<file path="config.mk">
export PLATFORM = sky130hd
export DESIGN_NAME = bus_sequencer
export DESIGN_NICKNAME = d
export VERILOG_FILES = /design/src/rtl/bus_seq_pkg.sv /design/src/rtl/bus_sequencer_src_onehot.sv /design/src/rtl/bus_sequencer.sv
export SDC_FILE = /design/constraint.sdc
export NUM_CORES = 1
export LEC_CHECK = 0
export BUFFER_PORTS_ARGS = -buffer_cell sky130_fd_sc_hd__buf_2
export CORE_UTILIZATION = 37
export DETAILED_ROUTE_END_ITERATION = 12
export PLACE_DENSITY = 0.91
export SETUP_SLACK_MARGIN = 0.4
export SLEW_MARGIN = 20
export SYNTH_ARGS = -nofsm -noshare
export SYNTH_HDL_FRONTEND = slang
export SYNTH_HIERARCHICAL = 1
export SYNTH_SLANG_ARGS = --single-unit
</file>
<file path="constraint.sdc">
create_clock -name clock -period 3.5 [get_ports clock]
set_clock_uncertainty 0.1 [all_clocks]
set_input_delay 0.7 -clock clock [delete_from_list [all_inputs] [get_ports clock]]
set_output_delay 0.7 -clock clock [all_outputs]
set_load 0.05 [all_outputs]
</file>
<file path="src/rtl/bus_seq_pkg.sv">
// Shared definitions for the bus sequencer: opcode values, bus-source bit
// positions on the shared 32-bit bus, the sequencer state enum and small
// opcode-classification helpers used by the output decode.
package bus_seq_pkg;

    localparam int SRC_W = 25;

    // Opcodes recognised by the datapath
    localparam logic [4:0] OP_ADD  = 5'd0;
    localparam logic [4:0] OP_SUB  = 5'd1;
    localparam logic [4:0] OP_AND  = 5'd2;
    localparam logic [4:0] OP_OR   = 5'd3;
    localparam logic [4:0] OP_SHR  = 5'd4;
    localparam logic [4:0] OP_SHRA = 5'd5;
    localparam logic [4:0] OP_SHL  = 5'd6;
    localparam logic [4:0] OP_ROR  = 5'd7;
    localparam logic [4:0] OP_ROL  = 5'd8;
    localparam logic [4:0] OP_ADDI = 5'd9;
    localparam logic [4:0] OP_MUL  = 5'd15;
    localparam logic [4:0] OP_DIV  = 5'd16;
    localparam logic [4:0] OP_NEG  = 5'd17;
    localparam logic [4:0] OP_NOT  = 5'd18;

    // Bus-source bit positions; R0..R15 occupy bits 0..15
    localparam logic [4:0] SRC_R0     = 5'd0;
    localparam logic [4:0] SRC_HI     = 5'd16;
    localparam logic [4:0] SRC_LO     = 5'd17;
    localparam logic [4:0] SRC_ZHIGH  = 5'd18;
    localparam logic [4:0] SRC_ZLOW   = 5'd19;
    localparam logic [4:0] SRC_PC     = 5'd20;
    localparam logic [4:0] SRC_MDR    = 5'd21;
    localparam logic [4:0] SRC_INPORT = 5'd22;
    localparam logic [4:0] SRC_CSIGN  = 5'd23;

    // Indices at or above this limit never select a bus source
    localparam int SRC_LIMIT = 24;

    typedef enum logic [3:0] {
        IDLE, T0, T1, T2, T3, T4, T5, T6, DONE
    } seqState_e;

    function automatic logic isLegalOp(input logic [4:0] op);
        return (op <= OP_ADDI) || (op == OP_MUL) || (op == OP_DIV) ||
               (op == OP_NEG) || (op == OP_NOT);
    endfunction

    // mul/div produce a 64-bit result split across LO and HI
    function automatic logic isWideOp(input logic [4:0] op);
        return (op == OP_MUL) || (op == OP_DIV);
    endfunction

    // neg/not take their only operand from rb in the ALU step
    function automatic logic isUnaryOp(input logic [4:0] op);
        return (op == OP_NEG) || (op == OP_NOT);
    endfunction

endpackage

</file>
<file path="src/rtl/bus_sequencer_src_onehot.sv">
// Converts a 5-bit source index into a one-hot select vector of OUT_W bits.
// Ports:
//   index  - source number to select
//   enable - when low, the output is all zero
//   oneHot - one-hot select; indices >= 24 (or >= OUT_W) give all zero
module src_onehot
#(
    parameter int OUT_W = 25
)
(
    input  logic [4:0]       index,
    input  logic             enable,
    output logic [OUT_W-1:0] oneHot
);
    import bus_seq_pkg::*;

    // Bit positions at or above SRC_LIMIT are never driven, which keeps the
    // reserved bus-source bit permanently low.
    always_comb begin
        oneHot = '0;
        for (int i = 0; i < OUT_W; i++) begin
            oneHot[i] = enable && (i < SRC_LIMIT) && (index == 5'(i));
        end
    end

endmodule

</file>
<file path="src/rtl/bus_sequencer.sv">
// Multi-cycle control sequencer for the shared 32-bit datapath bus. Steps
// each instruction through fetch (T0-T2) and execute (T3-T6), driving one
// bus source, the register load enables and the ALU operation per cycle.
// Ports:
//   clock, clear_n      - rising-edge clock, async active-low reset
//   start               - begin an instruction (sampled only in IDLE)
//   ir                  - instruction register: op[31:27] ra[26:23] rb[22:19] rc[18:15]
//   mem_ready           - memory read data valid (ends the T1 wait)
//   rout                - one-hot bus source select
//   rin                 - general register load enables
//   pc_in..lo_in        - special register load enables
//   inc_pc, read        - ALU PC+1 request, memory read request
//   alu_op              - ALU operation (opcode during T4)
//   busy, done, err     - not-idle, completion pulse, sticky illegal opcode
module bus_sequencer
#(
    parameter int SRC_W = 25
)
(
    input  logic             clock,
    input  logic             clear_n,
    input  logic             start,
    input  logic [31:0]      ir,
    input  logic             mem_ready,
    output logic [SRC_W-1:0] rout,
    output logic [15:0]      rin,
    output logic             pc_in,
    output logic             ir_in,
    output logic             mar_in,
    output logic             mdr_in,
    output logic             y_in,
    output logic             z_in,
    output logic             hi_in,
    output logic             lo_in,
    output logic             inc_pc,
    output logic             read,
    output logic [4:0]       alu_op,
    output logic             busy,
    output logic             done,
    output logic             err
);
    import bus_seq_pkg::*;

    seqState_e  state;
    seqState_e  nextState;
    logic [4:0] opcode;
    logic [3:0] ra;
    logic [3:0] rb;
    logic [3:0] rc;
    logic [4:0] srcIdx;
    logic       srcEn;
    logic [4:0] rinIdx;
    logic       rinEn;
    logic       errSet;
    logic       unusedIrBits;

    assign opcode       = ir[31:27];
    assign ra           = ir[26:23];
    assign rb           = ir[22:19];
    assign rc           = ir[18:15];
    assign unusedIrBits = ^ir[14:0];

    // State register; reset abandons any instruction in flight at once.
    always_ff @(posedge clock or negedge clear_n) begin
        if (!clear_n) begin
            state <= IDLE;
        end else begin
            state <= nextState;
        end
    end

    // Sticky illegal-opcode flag, cleared by the next accepted start.
    always_ff @(posedge clock or negedge clear_n) begin
        if (!clear_n) begin
            err <= 1'b0;
        end else if (state == IDLE && start) begin
            err <= 1'b0;
        end else if (errSet) begin
            err <= 1'b1;
        end
    end

    // Next-state and Moore output decode. The bus source and the general
    // register target are produced as indices and expanded to one-hot below.
    always_comb begin
        nextState = state;
        srcEn     = 1'b0;
        srcIdx    = SRC_R0;
        rinEn     = 1'b0;
        rinIdx    = 5'd0;
        errSet    = 1'b0;
        pc_in     = 1'b0;
        ir_in     = 1'b0;
        mar_in    = 1'b0;
        mdr_in    = 1'b0;
        y_in      = 1'b0;
        z_in      = 1'b0;
        hi_in     = 1'b0;
        lo_in     = 1'b0;
        inc_pc    = 1'b0;
        read      = 1'b0;
        alu_op    = 5'd0;
        done      = 1'b0;
        busy      = (state != IDLE);
        case (state)
            IDLE: begin
                if (start) nextState = T0;
            end
            T0: begin
                srcEn     = 1'b1;
                srcIdx    = SRC_PC;
                mar_in    = 1'b1;
                inc_pc    = 1'b1;
                z_in      = 1'b1;
                nextState = T1;
            end
            T1: begin
                // PC reload from ZLow repeats harmlessly while memory waits
                srcEn  = 1'b1;
                srcIdx = SRC_ZLOW;
                pc_in  = 1'b1;
                read   = 1'b1;
                mdr_in = 1'b1;
                if (mem_ready) nextState = T2;
            end
            T2: begin
                srcEn     = 1'b1;
                srcIdx    = SRC_MDR;
                ir_in     = 1'b1;
                nextState = T3;
            end
            T3: begin
                if (!isLegalOp(opcode)) begin
                    errSet    = 1'b1;
                    nextState = IDLE;
                end else begin
                    srcEn     = 1'b1;
                    srcIdx    = {1'b0, rb};
                    y_in      = 1'b1;
                    nextState = T4;
                end
            end
            T4: begin
                srcEn  = 1'b1;
                z_in   = 1'b1;
                alu_op = opcode;
                if (opcode == OP_ADDI) begin
                    srcIdx = SRC_CSIGN;
                end else if (isUnaryOp(opcode)) begin
                    srcIdx = {1'b0, rb};
                end else begin
                    srcIdx = {1'b0, rc};
                end
                nextState = T5;
            end
            T5: begin
                srcEn  = 1'b1;
                srcIdx = SRC_ZLOW;
                if (isWideOp(opcode)) begin
                    lo_in     = 1'b1;
                    nextState = T6;
                end else begin
                    rinEn     = 1'b1;
                    rinIdx    = {1'b0, ra};
                    nextState = DONE;
                end
            end
            T6: begin
                srcEn     = 1'b1;
                srcIdx    = SRC_ZHIGH;
                hi_in     = 1'b1;
                nextState = DONE;
            end
            DONE: begin
                done      = 1'b1;
                nextState = IDLE;
            end
            default: begin
                nextState = IDLE;
            end
        endcase
    end

    src_onehot #(.OUT_W(SRC_W)) uRoutDecode (
        .index  (srcIdx),
        .enable (srcEn),
        .oneHot (rout)
    );

    src_onehot #(.OUT_W(16)) uRinDecode (
        .index  (rinIdx),
        .enable (rinEn),
        .oneHot (rin)
    );

endmodule

</file>
==> results of run 1 <==
-- logic make-up after synthesis --
logic type,after synthesis,share of synthesized area [%]
DFF,5,12.3
buffers and inverters,19,10.4
AOI/OAI and AO/OA,23,15.5
muxes,1,0.983
other,2,0.737
and+or+nand+nor,104,59.2
xor gates and xnor gates,1,0.860
-- through the flow --
step	setup WS, ps	TNS (ps)	cells	area, sq um
after floorplan	-161	-1550	158	1340
after global placement	-193	-2610	282	1880
after detailed placement	-235	-3790	282	1880
==> results.cfg, run 1 <==
[floorplanning]
ioPinCount = 95
core.rowCount = 18
die_w_um = 54.5
die_h_um = 54.5
start_util_pct = 40.0

[synthesis]
yosysSeqAreaShare_pct = 12.3
synthFlopType = dfrtp_1
ys_seq_elements = 5
syn_inst = 155
synth_edf_count = 0
post-synth-top-count-cell = nor2_1
ys_types = 45
yosys_warnings = 6
synth_top_area_cell = nor2_1
synth.avg_cell_area_sq_um = 6.57
async_flop_share_pct = 100
synth.area.top_cells = nor2_1, dfrtp_1, nand4bb_1
synth_top_area_share_pct = 15.5
synthTopCellsByCount = nor2_1, and2_1, inv_1, nor3_1, nand2_1
synthesis.area_sq_um = 1020

[clock_tree]
cts.htree.levels = 1
cts_resized = 140
cts_post_setup_buffers_inserted = 12
cts_sinks = 5
clockBufferDepth = 2
clockRootBuffer = clkbuf_4
ctsHoldBuffers = 0
cts_made_buffers = 3

[placement]
hpwl_um = 2870
portBuffers = 78
gp_congestion = 0.809

[outcome]
outcome.stop_stage = clock tree synthesis
stop_error = [ERROR DPL-0033] detailed placement checks failed during check placement.
status = stopped before the end
==> inputs of run 2 (changes only) <==
--- a/config.mk
+++ b/config.mk
@@ -6,10 +6,9 @@
 export NUM_CORES = 1
 export LEC_CHECK = 0
 export BUFFER_PORTS_ARGS = -buffer_cell sky130_fd_sc_hd__buf_2
-export CORE_UTILIZATION = 37
+export CORE_UTILIZATION = 28
 export DETAILED_ROUTE_END_ITERATION = 12
-export PLACE_DENSITY = 0.91
-export SETUP_SLACK_MARGIN = 0.4
+export PLACE_DENSITY_LB_ADDON = 0.15
 export SLEW_MARGIN = 20
 export SYNTH_ARGS = -nofsm -noshare
 export SYNTH_HDL_FRONTEND = slang
==> results.cfg, run 2 <==
[outcome]
status = complete, but fails checks
violations = setup timing

[setup_path]
criticalPathCategory = in -> out
cp_slowest_stage_delay_ps = 600
cp-start-kind = primary input
path_cells = buf_6 -> or3b_4 -> o32a_1 -> nor4b_4 -> and2_4 -> or4b_4 -> nor3_4 -> buf_6
critPathArrivalTime_ps = 2760
crit_family = simple AND/OR/NAND/NOR gates
crit_required_ps = 2700
cp.buffers_inverters = 2
end_kind = primary output
crit_top_cell = buf_6
critical_path.max_fanout = 4
slowest_stage = or4b_4

[placement]
hpwl_um = 2760
gp_congestion = 0.788
portBuffers = 78
place_inst = 309
placed_area_sq_um = 1790

[global_route]
globalRouteTotalUtil_pct = 17.7
grt-ovfl-total = 0
grt_max_degree = 12
antenna_found_initial = 0
grt_pass1_wl_um = 5740
grt_pass1_vias = 1314

[synthesis]
ys_seq_elements = 5
synthTopCellsByCount = nor2_1, and2_1, inv_1, nor3_1, nand2_1
synth-xor-area-share_pct = 0.860
yosysSeqAreaShare_pct = 12.3
synth_compound_area_share_pct = 15.5
async_flop_share_pct = 100
synth_top_family_by_area = simple AND/OR/NAND/NOR gates
synth.area.top_cells = nor2_1, dfrtp_1, nand4bb_1
yosys_warnings = 6
synth_edf_count = 0
synth.avg_cell_area_sq_um = 6.57
yosys.area_share.simple_pct = 59.2
post-synth-top-count-cell = nor2_1
synth_top_area_share_pct = 15.5
synthesis.area_sq_um = 1020
synthFlopType = dfrtp_1
synthAdderAreaFrac_pct = 0
synth_mux_area_share_pct = 0.983
ys_types = 45
syn_inst = 155
synth_top_area_cell = nor2_1

[sta]
setup_tns_ps = -192
setup_slack_ps = -64.4
report.final.setup_viol = 9
fmax_mhz = 281
rsz0062_at_grt = yes
hold-worst-slack_ps = 165
hold_viol_final = 0
period_needed_ps = 3560
finalMaxSlewViolations = 0
fin_crit_sh_pct = 102

[clock_tree]
ctsHoldBuffers = 0
clockRootBuffer = clkbuf_4
cts_sinks = 5
cts.htree.levels = 1
cts_made_buffers = 3
clockBufferDepth = 2
worstSkewPairLatency_ps = 240
clk_pin_slew_ps = 40
cts_tree = yes

[floorplanning]
die_h_um = 62.3
dieArea_sq_um = 3880
coreArea_sq_um = 3420
die_w_um = 62.3
ioPinCount = 95
start_util_pct = 29.8
core.rowCount = 21

[final_layout]
nFillCells = 290
syn2layout_area_growth_pct = 121
largestRegisters = state (4), err (1)
drive_above_1_share_pct = 67.9
finalNetCount = 305
mostFrequentLayoutCells = buf_4, buf_2, buf_6
mostFrequentLayoutCell = buf_4
largest_reg_flops = 4
regMostFlops = state
fin_util_pct = 65.9
fin_cells = 314
final_cell_area_sq_um = 2250
antenna_cells = 0

[pwr]
p_per_area_nw_per_um2 = 626
p_leak_nw = 1.03
ir_worst_vdd_mv = 0.328

[job]
maxCapViolCount = 0

[route]
num_vias = 1501
drt_wl_total_um = 3840
drt_iter0_markers = 28
drt_pass1_iterations = 4
vias_per_cell = 4.78
postRouteAntennaNets = 0
wire_per_inst_um = 12.2
drc = 0

[hold_path]
hold_path_class = in -> async
## run 2: cell counts after synthesis
Identical to the previous run, type by type.
## run 2: final cells by class
type,count,area [sq um],share of cell area (%)
multi-input combinational,134,1100,49.0
timing repair buffer,116,906,40.2
sequential,5,125,5.56
tap,46,57.6,2.56
inverter,9,33.8,1.50
clock buffer,4,26.3,1.17
## run 2: per-layer routing
metal | global-route usage [%] | routed length, um | vias up
met4 | 3.78 | 37 | 0
met3 | 2.94 | 188 | 4
met5 | 0 | 0 | -
met1 | 22.0 | 1620 | 692
li1 | - | - | 760
met2 | 31.7 | 1990 | 45
## run 2: path summary, 6_finish.rpt
kind,from,end,slack [ps],depth (start not counted)
setup / recovery,ir[29],rin[0],-60,8
hold / removal,clear_n,state[3]$_DFFE_PN0P_,170,1
setup reg to reg,state[3]$_DFFE_PN0P_,state[0]$_DFFE_PN0P_,1850,5
hold reg to reg,err$_DFFE_PN0P_,err$_DFFE_PN0P_,400,1
max in group asynchronous,clear_n,err$_DFFE_PN0P_,3010,1
min in group clock,err$_DFFE_PN0P_,err$_DFFE_PN0P_,400,1
## run 2: logic make-up (layout without fill, tap and decap cells)
kind of cell              after synthesis  in the layout
muxes                                   1              1
xor gates and xnor gates                1              1
AOI/OAI and AO/OA                      23             23
other                                   2              5
and+or+nand+nor                       104            104
DFF                                     5              5
buffers and inverters                  19            129
## run 2: what timing repair did
action / CTS / global route
cloned: 0 / 0
buffers inserted: 0 / 1
endpoints found under the hold margin: 0 / 0
endpoints found under the setup margin: 32 / 39
pin swaps: 6 / 10
resized for setup: 51 / 77
## run 2: power by group
part	internal (mW)	switching, mW
sequential	0.0778	0.0340
combinational	0.418	0.814
clock	0.0430	0.0224
total	0.539	0.870
## run 2: through the flow
step | worst slack, ps | total power, mW
after floorplan | -245 | 0.881
after global placement | -186 | 1.10
after detailed placement | -185 | 1.11
after CTS | -62.3 | 1.23
after global routing | -144 | 1.48
final | -64.4 | 1.41
No activity file was read; power rests on OpenSTA's default activity.
==> inputs of run 3 (changes only) <==
==> constraint.sdc (replaced) <==
create_clock -name clock -period 3.5 [get_ports clock]
set_clock_uncertainty 0.1 [all_clocks]
set_input_delay 0.175 -clock clock [delete_from_list [all_inputs] [get_ports clock]]
set_output_delay 0.175 -clock clock [all_outputs]
set_load 0.05 [all_outputs]
==> results.cfg, run 3 (synthesis results as in run 2) <==
[outcome]
status = finished, final reports clean

[final_layout]
antenna_cells = 0
regMostFlops = state
drive_above_1_share_pct = 40.1
syn2layout_area_growth_pct = 42.3
largest_reg_flops = 4
nFillCells = 402
mostFrequentLayoutCells = buf_2, nor2_1, and2_1, nor3_1, inv_1
fin_cells = 278
final_cell_area_sq_um = 1450
largestRegisters = state (4), err (1)
finalNetCount = 269
mostFrequentLayoutCell = buf_2
fin_util_pct = 42.4

[floorplanning]
coreArea_sq_um = 3420
core.rowCount = 21
die_w_um = 62.3
die_h_um = 62.3
start_util_pct = 29.8
dieArea_sq_um = 3880
ioPinCount = 95

[global_route]
globalRouteTotalUtil_pct = 15.8
grt_pass1_vias = 1180
antenna_found_initial = 0
grt-ovfl-total = 0
grt_pass1_wl_um = 5180
grt_max_degree = 17

[setup_path]
criticalPathCategory = reg -> out
crit_required_ps = 3220
cp-start-kind = register
end_kind = primary output
critical_path.max_fanout = 13
critPathArrivalTime_ps = 2900

[route]
drt_iter0_markers = 29
num_vias = 1282
postRouteAntennaNets = 0
drt_wl_total_um = 2940
wire_per_inst_um = 10.6
drt_pass1_iterations = 4
vias_per_cell = 4.61
drc = 0

[sta]
period_needed_ps = 3180
report.final.setup_viol = 0
fin_crit_sh_pct = 90.7
worstMarginPinSlew_ps = 605
hold-worst-slack_ps = 182
rsz0062_at_grt = no
hold_viol_final = 0
fmax_mhz = 315
finalMaxSlewViolations = 0
relSlewSlack_pct = 59.1
setup_tns_ps = 0

[pwr]
p_leak_nw = 0.798
ir_worst_vdd_mv = 0.302
p_per_area_nw_per_um2 = 714

[placement]
placed_area_sq_um = 1410
hpwl_um = 2400
gp_congestion = 0.760
place_inst = 273
portBuffers = 78

[clock_tree]
cts_post_setup_buffers_inserted = 0
clockBufferDepth = 2
worstSkewPairLatency_ps = 240
cts_tree = yes
clockRootBuffer = clkbuf_4
clk_pin_slew_ps = 40
cts_sinks = 5
cts.htree.levels = 1
cts_made_buffers = 3

[job]
maxCapViolCount = 0

[hold_path]
hold_path_class = in -> async
run 3: cell count changes in the layout (fill, tap and decap cells not counted), sizes merged:
cell | before | now
buf | 113 | 79
clkbuf | 7 | 4
dlygate4sd3 | 0 | 1
run 3: worst paths after layout:
kind / startpoint / end / slack (ps) / depth (start not counted)
hold / removal: clear_n / state[0]$_DFFE_PN0P_ / 180 / 2
min in group clock: start / err$_DFFE_PN0P_ / 220 / 3
setup reg to reg: state[3]$_DFFE_PN0P_ / state[2]$_DFFE_PN0P_ / 1820 / 4
hold reg to reg: err$_DFFE_PN0P_ / err$_DFFE_PN0P_ / 410 / 1
setup / recovery: state[0]$_DFFE_PN0P_ / rout[14] / 320 / 8
max in group asynchronous: clear_n / state[1]$_DFFE_PN0P_ / 2980 / 2
run 3: power breakdown:
| part | internal, mW | leakage (nW) | total, mW | switching, mW |
|---|---|---|---|---|
| combinational | 0.220 | 0.717 | 0.836 | 0.616 |
| clock | 0.0430 | 0.0150 | 0.0649 | 0.0219 |
| sequential | 0.0773 | 0.0660 | 0.134 | 0.0568 |
run 3: layer usage:
layer	track usage [%]	share of wire, %
met5	0	0
met3	2.02	5.7
met4	4.94	0
met2	26.4	45
met1	21.0	49
run 3: cell type report:
class	instances	area, sq um	area share [%]
sequential	5	125	8.64
tap	46	57.6	3.97
multi-input combinational	134	798	55.1
timing repair buffer	80	408	28.2
inverter	9	33.8	2.33
clock buffer	4	26.3	1.81
run 3: per-stage QoR:
stage                     total power, mW  setup slack, ps
after floorplan                     0.849              581
after global placement              0.974              609
after detailed placement            0.975              605
after CTS                            1.04              342
after global routing                 1.12             21.5
final                                1.03              324
run 3: worst max-delay path, stage by stage (launching register included):
cell	delay, ps
dfrtp_1	590
nor4bb_1	630
buf_4	240
o21a_1	180
nand3b_1	90
o211ai_1	220
nand4b_1	280
nor2_1	160
buf_2	270
run 3: what timing repair did:
item	4_1_cts	5_1_grt
setup endpoints to repair	0	0
hold buffers	1	0
hold endpoints to repair	5	0
gates resized for setup	0	0
